==> src/rtl/tmds_pkg.sv <==
// Shared constants and types for the TMDS link sequencer: DVI control tokens,
// the clock-lane word and the sequencer state encoding.
package tmds_pkg;

  localparam logic [9:0] TOK_00    = 10'b1101010100;
  localparam logic [9:0] TOK_01    = 10'b0010101011;
  localparam logic [9:0] TOK_10    = 10'b0101010100;
  localparam logic [9:0] TOK_11    = 10'b1010101011;
  localparam logic [9:0] CLK_WORD  = 10'b0000011111;

  typedef enum logic [1:0] {
    ST_HOLD   = 2'd0,
    ST_SETTLE = 2'd1,
    ST_ARM    = 2'd2,
    ST_RUN    = 2'd3
  } link_state_e;

  // Token selection is indexed by {vsync, hsync}.
  function automatic logic [9:0] ctl_token(input logic vs, input logic hs);
    logic [9:0] tok;
    case ({vs, hs})
      2'b00:   tok = TOK_00;
      2'b01:   tok = TOK_01;
      2'b10:   tok = TOK_10;
      default: tok = TOK_11;
    endcase
    return tok;
  endfunction

endpackage

==> src/rtl/tmds_sync_dly.sv <==
// LAT-deep shift register that lines raw timing signals up with the encoder
// pipeline; a plain wire when LAT is zero.
module tmds_sync_dly #(
  parameter int LAT = 2,
  parameter int W   = 3
) (
  input  logic         clk_i,
  input  logic         rst_i,
  input  logic [W-1:0] d_i,
  output logic [W-1:0] q_o
);

  generate
    if (LAT == 0) begin : g_pass
      assign q_o = d_i;
    end else begin : g_dly
      logic [W-1:0] taps_q [LAT];

      always_ff @(posedge clk_i) begin
        if (rst_i) begin
          for (int i = 0; i < LAT; i++) taps_q[i] <= '0;
        end else begin
          taps_q[0] <= d_i;
          for (int i = 1; i < LAT; i++) taps_q[i] <= taps_q[i-1];
        end
      end

      assign q_o = taps_q[LAT-1];
    end
  endgenerate

endmodule

==> src/rtl/tmds_link_seq.sv <==
// Link sequencer: resets the serializers after MMCM lock, lets them settle,
// then opens the video path on a VSYNC edge so the sink only sees whole frames.
module tmds_link_seq
  import tmds_pkg::*;
#(
  parameter int   RST_CYCLES    = 16,
  parameter int   SETTLE_CYCLES = 8,
  parameter int   ENC_LAT       = 2,
  parameter logic VSYNC_POL     = 1'b1
) (
  input  logic       PCLK,
  input  logic       RESET,
  input  logic       LOCKED,
  input  logic       HSYNC,
  input  logic       VSYNC,
  input  logic       VDE,
  input  logic [9:0] ENC0,
  input  logic [9:0] ENC1,
  input  logic [9:0] ENC2,
  output logic       SER_RST,
  output logic [9:0] D_CH0,
  output logic [9:0] D_CH1,
  output logic [9:0] D_CH2,
  output logic [9:0] D_CLK,
  output logic       LINK_UP,
  output logic [7:0] LOSS_CNT
);

  localparam int CNT_MAX = (RST_CYCLES > SETTLE_CYCLES) ? RST_CYCLES : SETTLE_CYCLES;
  localparam int CNT_W   = (CNT_MAX > 1) ? $clog2(CNT_MAX) : 1;
  localparam logic [CNT_W-1:0] RST_LAST = CNT_W'(RST_CYCLES - 1);
  localparam logic [CNT_W-1:0] SET_LAST = CNT_W'(SETTLE_CYCLES - 1);

  link_state_e      state_q, state_d;
  logic [CNT_W-1:0] cnt_q, cnt_d;
  logic [7:0]       loss_q, loss_d;
  logic             vs_prev_q;
  logic             ser_rst_q, link_up_q;
  logic [9:0]       ch0_q, ch1_q, ch2_q, ch0_d, ch1_d, ch2_d;

  logic [2:0] dly_q;
  logic       hs_d, vs_d, de_d;
  logic       vs_edge, pass;

  tmds_sync_dly #(.LAT(ENC_LAT), .W(3)) u_dly (
    .clk_i (PCLK),
    .rst_i (RESET),
    .d_i   ({HSYNC, VSYNC, VDE}),
    .q_o   (dly_q)
  );

  assign {hs_d, vs_d, de_d} = dly_q;
  assign vs_edge = (vs_prev_q != VSYNC_POL) && (vs_d == VSYNC_POL);

  always_comb begin
    state_d = state_q;
    cnt_d   = cnt_q;
    case (state_q)
      ST_HOLD: begin
        if (!LOCKED) begin
          cnt_d = '0;
        end else if (cnt_q == RST_LAST) begin
          state_d = ST_SETTLE;
          cnt_d   = '0;
        end else begin
          cnt_d = cnt_q + 1'b1;
        end
      end
      ST_SETTLE: begin
        if (cnt_q == SET_LAST) begin
          state_d = ST_ARM;
          cnt_d   = '0;
        end else begin
          cnt_d = cnt_q + 1'b1;
        end
      end
      ST_ARM:  if (vs_edge) state_d = ST_RUN;
      default: state_d = ST_RUN;
    endcase
    // Lock loss outranks every other transition, including the arming edge.
    if (state_q != ST_HOLD && !LOCKED) begin
      state_d = ST_HOLD;
      cnt_d   = '0;
    end
  end

  always_comb begin
    loss_d = loss_q;
    if (state_q == ST_RUN && !LOCKED && loss_q != 8'hFF) loss_d = loss_q + 8'd1;
  end

  // Lane words are chosen from the next state so a lock drop blanks the very next word.
  always_comb begin
    pass  = (state_d == ST_RUN) && de_d;
    ch0_d = ctl_token(vs_d, hs_d);
    ch1_d = TOK_00;
    ch2_d = TOK_00;
    if (state_d == ST_HOLD) ch0_d = TOK_00;
    if (pass) begin
      ch0_d = ENC0;
      ch1_d = ENC1;
      ch2_d = ENC2;
    end
  end

  always_ff @(posedge PCLK) begin
    if (RESET) begin
      state_q   <= ST_HOLD;
      cnt_q     <= '0;
      loss_q    <= '0;
      vs_prev_q <= 1'b0;
      ser_rst_q <= 1'b1;
      link_up_q <= 1'b0;
      ch0_q     <= TOK_00;
      ch1_q     <= TOK_00;
      ch2_q     <= TOK_00;
    end else begin
      state_q   <= state_d;
      cnt_q     <= cnt_d;
      loss_q    <= loss_d;
      vs_prev_q <= vs_d;
      ser_rst_q <= (state_d == ST_HOLD);
      link_up_q <= (state_d == ST_RUN);
      ch0_q     <= ch0_d;
      ch1_q     <= ch1_d;
      ch2_q     <= ch2_d;
    end
  end

  assign SER_RST  = ser_rst_q;
  assign LINK_UP  = link_up_q;
  assign LOSS_CNT = loss_q;
  assign D_CH0    = ch0_q;
  assign D_CH1    = ch1_q;
  assign D_CH2    = ch2_q;
  assign D_CLK    = CLK_WORD;

endmodule

==> config.mk <==
export PLATFORM = sky130hd
export DESIGN_NAME = tmds_link_seq
export DESIGN_NICKNAME = d
export VERILOG_FILES = /design/src/rtl/tmds_pkg.sv /design/src/rtl/tmds_sync_dly.sv /design/src/rtl/tmds_link_seq.sv
export SDC_FILE = /design/constraint.sdc
export NUM_CORES = 1
export LEC_CHECK = 0
export CAP_MARGIN = 40
export CORE_MARGIN = 2
export CORE_UTILIZATION = 25
export DETAILED_ROUTE_END_ITERATION = 7
export GPL_TIMING_DRIVEN = 0
export SLEW_MARGIN = 10
export SYNTH_ARGS = -nofsm -noshare
export SYNTH_HDL_FRONTEND = slang
export SYNTH_HIERARCHICAL = 1
export SYNTH_SLANG_ARGS = --single-unit
==> constraint.sdc <==
create_clock -name PCLK -period 3.4 [get_ports PCLK]
set_input_delay 0.51 -clock PCLK [delete_from_list [all_inputs] [get_ports PCLK]]
set_output_delay 0.51 -clock PCLK [all_outputs]
set_load 0.005 [all_outputs]
=== After elaboration in Yosys (flattened, before gate mapping) ===
Memory sizes are Yosys's and may differ from the RTL's.
Index checks and enable logic that the tools add are counted.

* Bits in writable memories: 6
* Register bits after elaboration: 47
* Output and inout port bits: 50
* Memories: 1

{| class="wikitable"
|+ Memories
! memory !! words !! width !! rd ports !! clocked after Yosys merged registers in !! wr ports !! line !! text
|-
| u_dly.g_dly.taps_q || 2 || 3 || 2 || 0 || 2 || tmds_sync_dly.sv:17 || <nowiki>logic [W-1:0] taps_q [LAT];</nowiki>
|}

* Bitwise gates (word level): 4
* Add/sub/neg operators: 2
* Mux-type cells: 18
* Equal/unequal tests: 9
* Reductions and logical operators: 13

{| class="wikitable"
|+ Operators with widths
! kind !! number
|-
| $pmux W10 S3 || 1
|-
| $mux W10 || 2
|-
| $mux W4 || 3
|-
| $mux W2 || 5
|-
| $add A8 B1 Y8 const B || 1
|-
| $eq A2 B2 Y1 const B || 4
|-
| $ne A8 B8 Y1 const B || 1
|-
| $pmux W4 S2 || 1
|-
| $logic_not A2 Y1 || 3
|-
| $mux W3 || 2
|-
| $pmux W2 S3 || 1
|-
| $logic_and A1 B1 Y1 || 5
|-
| $add A4 B1 Y4 const B || 1
|-
| $eq A2 B1 Y1 const B || 2
|-
| $eq A4 B3 Y1 const B || 1
|-
| $eq A4 B4 Y1 const B || 1
|-
| $reduce_bool A2 Y1 || 2
|-
| $reduce_or A2 Y1 || 2
|-
| $mux W1 || 3
|-
| $not A1 Y1 || 2
|-
| $or A1 B1 Y1 || 2
|-
| $logic_not A1 Y1 || 1
|}

=== Logic depth before layout (Yosys ltp) ===
* Word-level depth: 9
* Mapped depth: 6
* Mapped depth without buffers: 5

=== Hierarchy ===
Netlist, hierarchy kept.

{| class="wikitable"
|+ Modules (own cells, without submodules)
! module !! seq. area each (um^2) !! cells an instance !! instances !! area each (um^2)
|-
| tmds_link_seq || 940.9 || 173 || 1 || 1783.0
|-
| tmds_sync_dly || 120.1 || 15 || 1 || 180.2
|}

=== Least setup slack after synthesis ===
Ideal clock, no wire load.

* Path kind: input -> register
* Start point: in LOCKED
* End point: reg ch0_q[2] (netlist: D_CH0[2])
* Arrival: 1.347 ns
* Path slack: 1.939 ns
* Required time: 3.286 ns
* Library setup time: 0.114 ns
* Stages on the path: 4
* Cell sequence: nand2_1 > a2111oi_4 > a21oi_1 > a21o_1

* Longest elaborated chain between the ends: 6
* Elaborated cells on any way between the ends: 10
* Those cells by class: 1 x eq/ne; 5 x mux; 4 x reduce/logical

{| class="wikitable"
|+ Ends and longest elaborated chain
! what !! line !! text
|-
| from (decl) || tmds_link_seq.sv:13 || <nowiki>input logic LOCKED,</nowiki>
|-
| $mux W2 / $logic_not A1 Y1 (equally long branches) || tmds_link_seq.sv:60, tmds_link_seq.sv:81 ||
|-
| $pmux W2 S3 / $logic_and A1 B1 Y1 (equally long branches) || tmds_link_seq.sv:58, tmds_link_seq.sv:81 ||
|-
| $mux W2 (*) || tmds_link_seq.sv:81 || <nowiki>if (state_q != ST_HOLD && !LOCKED) begin</nowiki>
|-
| $logic_not A2 Y1 / $eq A2 B2 Y1 (equally long branches) || tmds_link_seq.sv:98, tmds_link_seq.sv:94 ||
|-
| $mux W10 / $logic_and A1 B1 Y1 (equally long branches) || tmds_link_seq.sv:98, tmds_link_seq.sv:94 ||
|-
| $mux W10 (*) || tmds_link_seq.sv:99 || <nowiki>if (pass) begin</nowiki>
|-
| to (signal assigned) || tmds_link_seq.sv:124 || <nowiki>ch0_q <= ch0_d;</nowiki>
|-
| to (decl) || tmds_link_seq.sv:39 || <nowiki>logic [9:0] ch0_q, ch1_q, ch2_q, ch0_d, ch1_d, ch2_d;</nowiki>
|}

Every way passes the cells marked *; elsewhere a longest branch is shown, timed or not.
A chain may end at the register's enable or synchronous reset.

=== Worst setup path in the final report ===
* Start point: in LOCKED
* End point: reg ch0_q[6] (netlist: D_CH0[6])

Same word-level chain as after synthesis.

==> out/results.tsv <==
metric	value	unit
status	complete, no violations	
holdPathStages	1	
finalSetupTns	0	ns
skew	0.00417	ns
drt-pass1-iter-count	3	
yosys.area.top_type	dfxtp_1	
rows	32	
clock_path_buffers	2	
worstPathCellList	clkdlybuf4s50_1 > nand2_1 > a2111oi_4 > a21oi_1 > a21o_1	
grt_max_degree	17	
seq_area_frac_synth	54.0	%
multi_input_area	785	µm²
syn_inst	188	
worstHoldPathType	flop to flop	
clock.fmax	512	MHz
min_period	1.95	ns
synth_area_leaders	dfxtp_1 54%, buf_4 6.1%, ha_1 3.8%	
crit_path_end_kind	flop	
dr.first_iter.drc_count	34	
ant_nets	0	
synth_seq_cells	53	
clock_sinks	53	
final_cell_mix	75 x clkdlybuf4s50_1, 53 x dfxtp_1, 16 x buf_4	
cpPeakStageDelay	0.60	ns
core	7650	µm²
min_from	u_dly/g_dly.taps_q[0][0]	
hold_viol	0	
max-vdd-ir-drop	0.159	mV
reg2reg_slack	1.81	ns
hold_buffers	0	
critical_path_class	primary input to flop	
grt_usage	9.36	%
p_per_area	355	nW/µm²
grt_pass1_vias	1376	
antenna_found_initial	0	
syn_area	1960	µm²
pin_count	86	
insertion_delay	0.30	ns
dieArea	8580	µm²
timing.final.crit_share	57.5	%
die_h	92.6	µm
place_congestion	0.721	
crit_buf_inv	1	
clkTransAtPathRegs	0.10	ns
final_core_util	38.7	%
dp_hpwl	2890	µm
avgSynthCellArea	10.4	µm²
grt_pass1_wl	6360	µm
cts_tree	built	
clockRootBuffer	clkbuf_8	
critical-path-top-delay-family	compound AO/OA/AOI/OAI gates	
dr_total_vias	1456	
die_w	92.6	µm
worstHoldEndpoint	u_dly/g_dly.taps_q[0][3]	
routed_via_density	3.82	
fin_nets	320	
yosysWarnings	6	
cts_buffers	5	
tightest_slew	0.683	ns
rsz0062_at_grt	false	
drcViolationCount	0	
start_util	25.7	%
layout_commonest_cell	clkdlybuf4s50_1	
finalMaxSlewViolations	0	
antennaDiodeCount	0	
final.fill_count	763	
regArea	1060	µm²
routed_wl	3820	µm
worst_r2r_path_depth	5	
cp_max_fo	8	
yosysTopAreaCellShare	54.0	%
area_growth	50.7	%
maxCapViolations	0	
r2r-end	D_CH0[6]	
crit_required	3.61	ns
setup_violations	0	
portBuffers	75	
postCtsSetupBuffers	0	
slowest_stage	a2111oi_4	
rr_startpoint	u_dly/g_dly.taps_q[0][4]	
grt_overflow	0	
synth_cell_types	37	
max_slew_margin	54.2	%
p_leak	1.17	nW
htree_levels	2	
crit_path_start_kind	primary input	
crit_arrival	2.16	ns
design_area	2960	µm²
place_area	2870	µm²
post_cts_resize_count	0	
wire_per_inst	10.0	µm
drive_gt1_share	10.8	%
## synthesized netlist by cell type, drive strengths merged
cell     number
a2111oi       1
a211oi        1
a21o          5
a21oi         3
and2         11
and3          3
and3b         1
and4          1
buf          17
clkbuf        1
conb          2
dfxtp        53
ha            6
inv           5
mux2i         2
nand2        13
nand2b       10
nand3         1
nand4         2
nor2         15
nor2b         8
nor3          1
o2111ai       2
o211ai        4
o21a          2
o21ai         1
o21ba         1
o221ai        1
o31a          1
o31ai         1
or2b          2
or3           1
xnor2         2
xor2          8
## metrics by stage
step                total power [mW]  setup slack, ns  hold slack, ns  std cells
CTS                             1.07             1.38           0.454        381
finish                          1.05             1.45           0.450        381
detailed placement             0.712             1.05           0.430        373
global route                    1.10             1.25           0.479        381
global placement               0.711             1.08           0.428        373
floorplan                      0.668             1.94           0.414        196
## routing by layer
layer	GRT usage [%]	up-vias	part of all wire [%]
li1	-	770	-
met1	11.4	630	46
met2	15.1	50	45
met3	2.85	6	6.7
met4	4.41	0	2.0
met5	0	-	0
## power by group
part	leakage (nW)	switching, mW	internal, mW	total, mW
Clock	0.0439	0.210	0.143	0.352
Combinational	0.701	0.0191	0.0512	0.0703
Sequential	0.429	0.00171	0.625	0.627
## cells by family after synthesis
| kind of cell | synth area share [%] |
|---|---|
| flops | 54.0 |
| other cells | 0.383 |
| xor+xnor | 4.46 |
| mux | 1.02 |
| simple gates | 19.1 |
| fa+ha+maj | 3.82 |
| buf+inv | 7.52 |
| compound gates | 9.69 |
## final cells by class
type | instances | area share [%]
plain buffers | 18 | 4.36
clock buffers | 5 | 2.33
clock inverters | 3 | 0.592
inverters | 5 | 0.635
multi-input cells | 120 | 26.5
flip-flops and latches | 53 | 35.9
well taps | 102 | 4.31
repair buffers | 75 | 25.4
## registers in the layout, indices dropped and copies added (netlist names), 2 cells and up
name                cells
D_CH0                  10
D_CH1                  10
D_CH2                  10
LOSS_CNT                8
u_dly/g_dly.taps_q      6
cnt_q                   4
state_q                 2
## worst max path at each step
stage	from	cells after the start	to	slack, ns
floorplan	LOCKED	4	D_CH0[2]	1.94
CTS	LOCKED	5	D_CH0[6]	1.38
finish	LOCKED	5	D_CH0[6]	1.45
detailed placement	LOCKED	5	D_CH0[6]	1.05
global route	LOCKED	5	D_CH0[2]	1.25
global placement	LOCKED	5	D_CH0[8]	1.08
No activity file was read; power rests on OpenSTA's default activity.
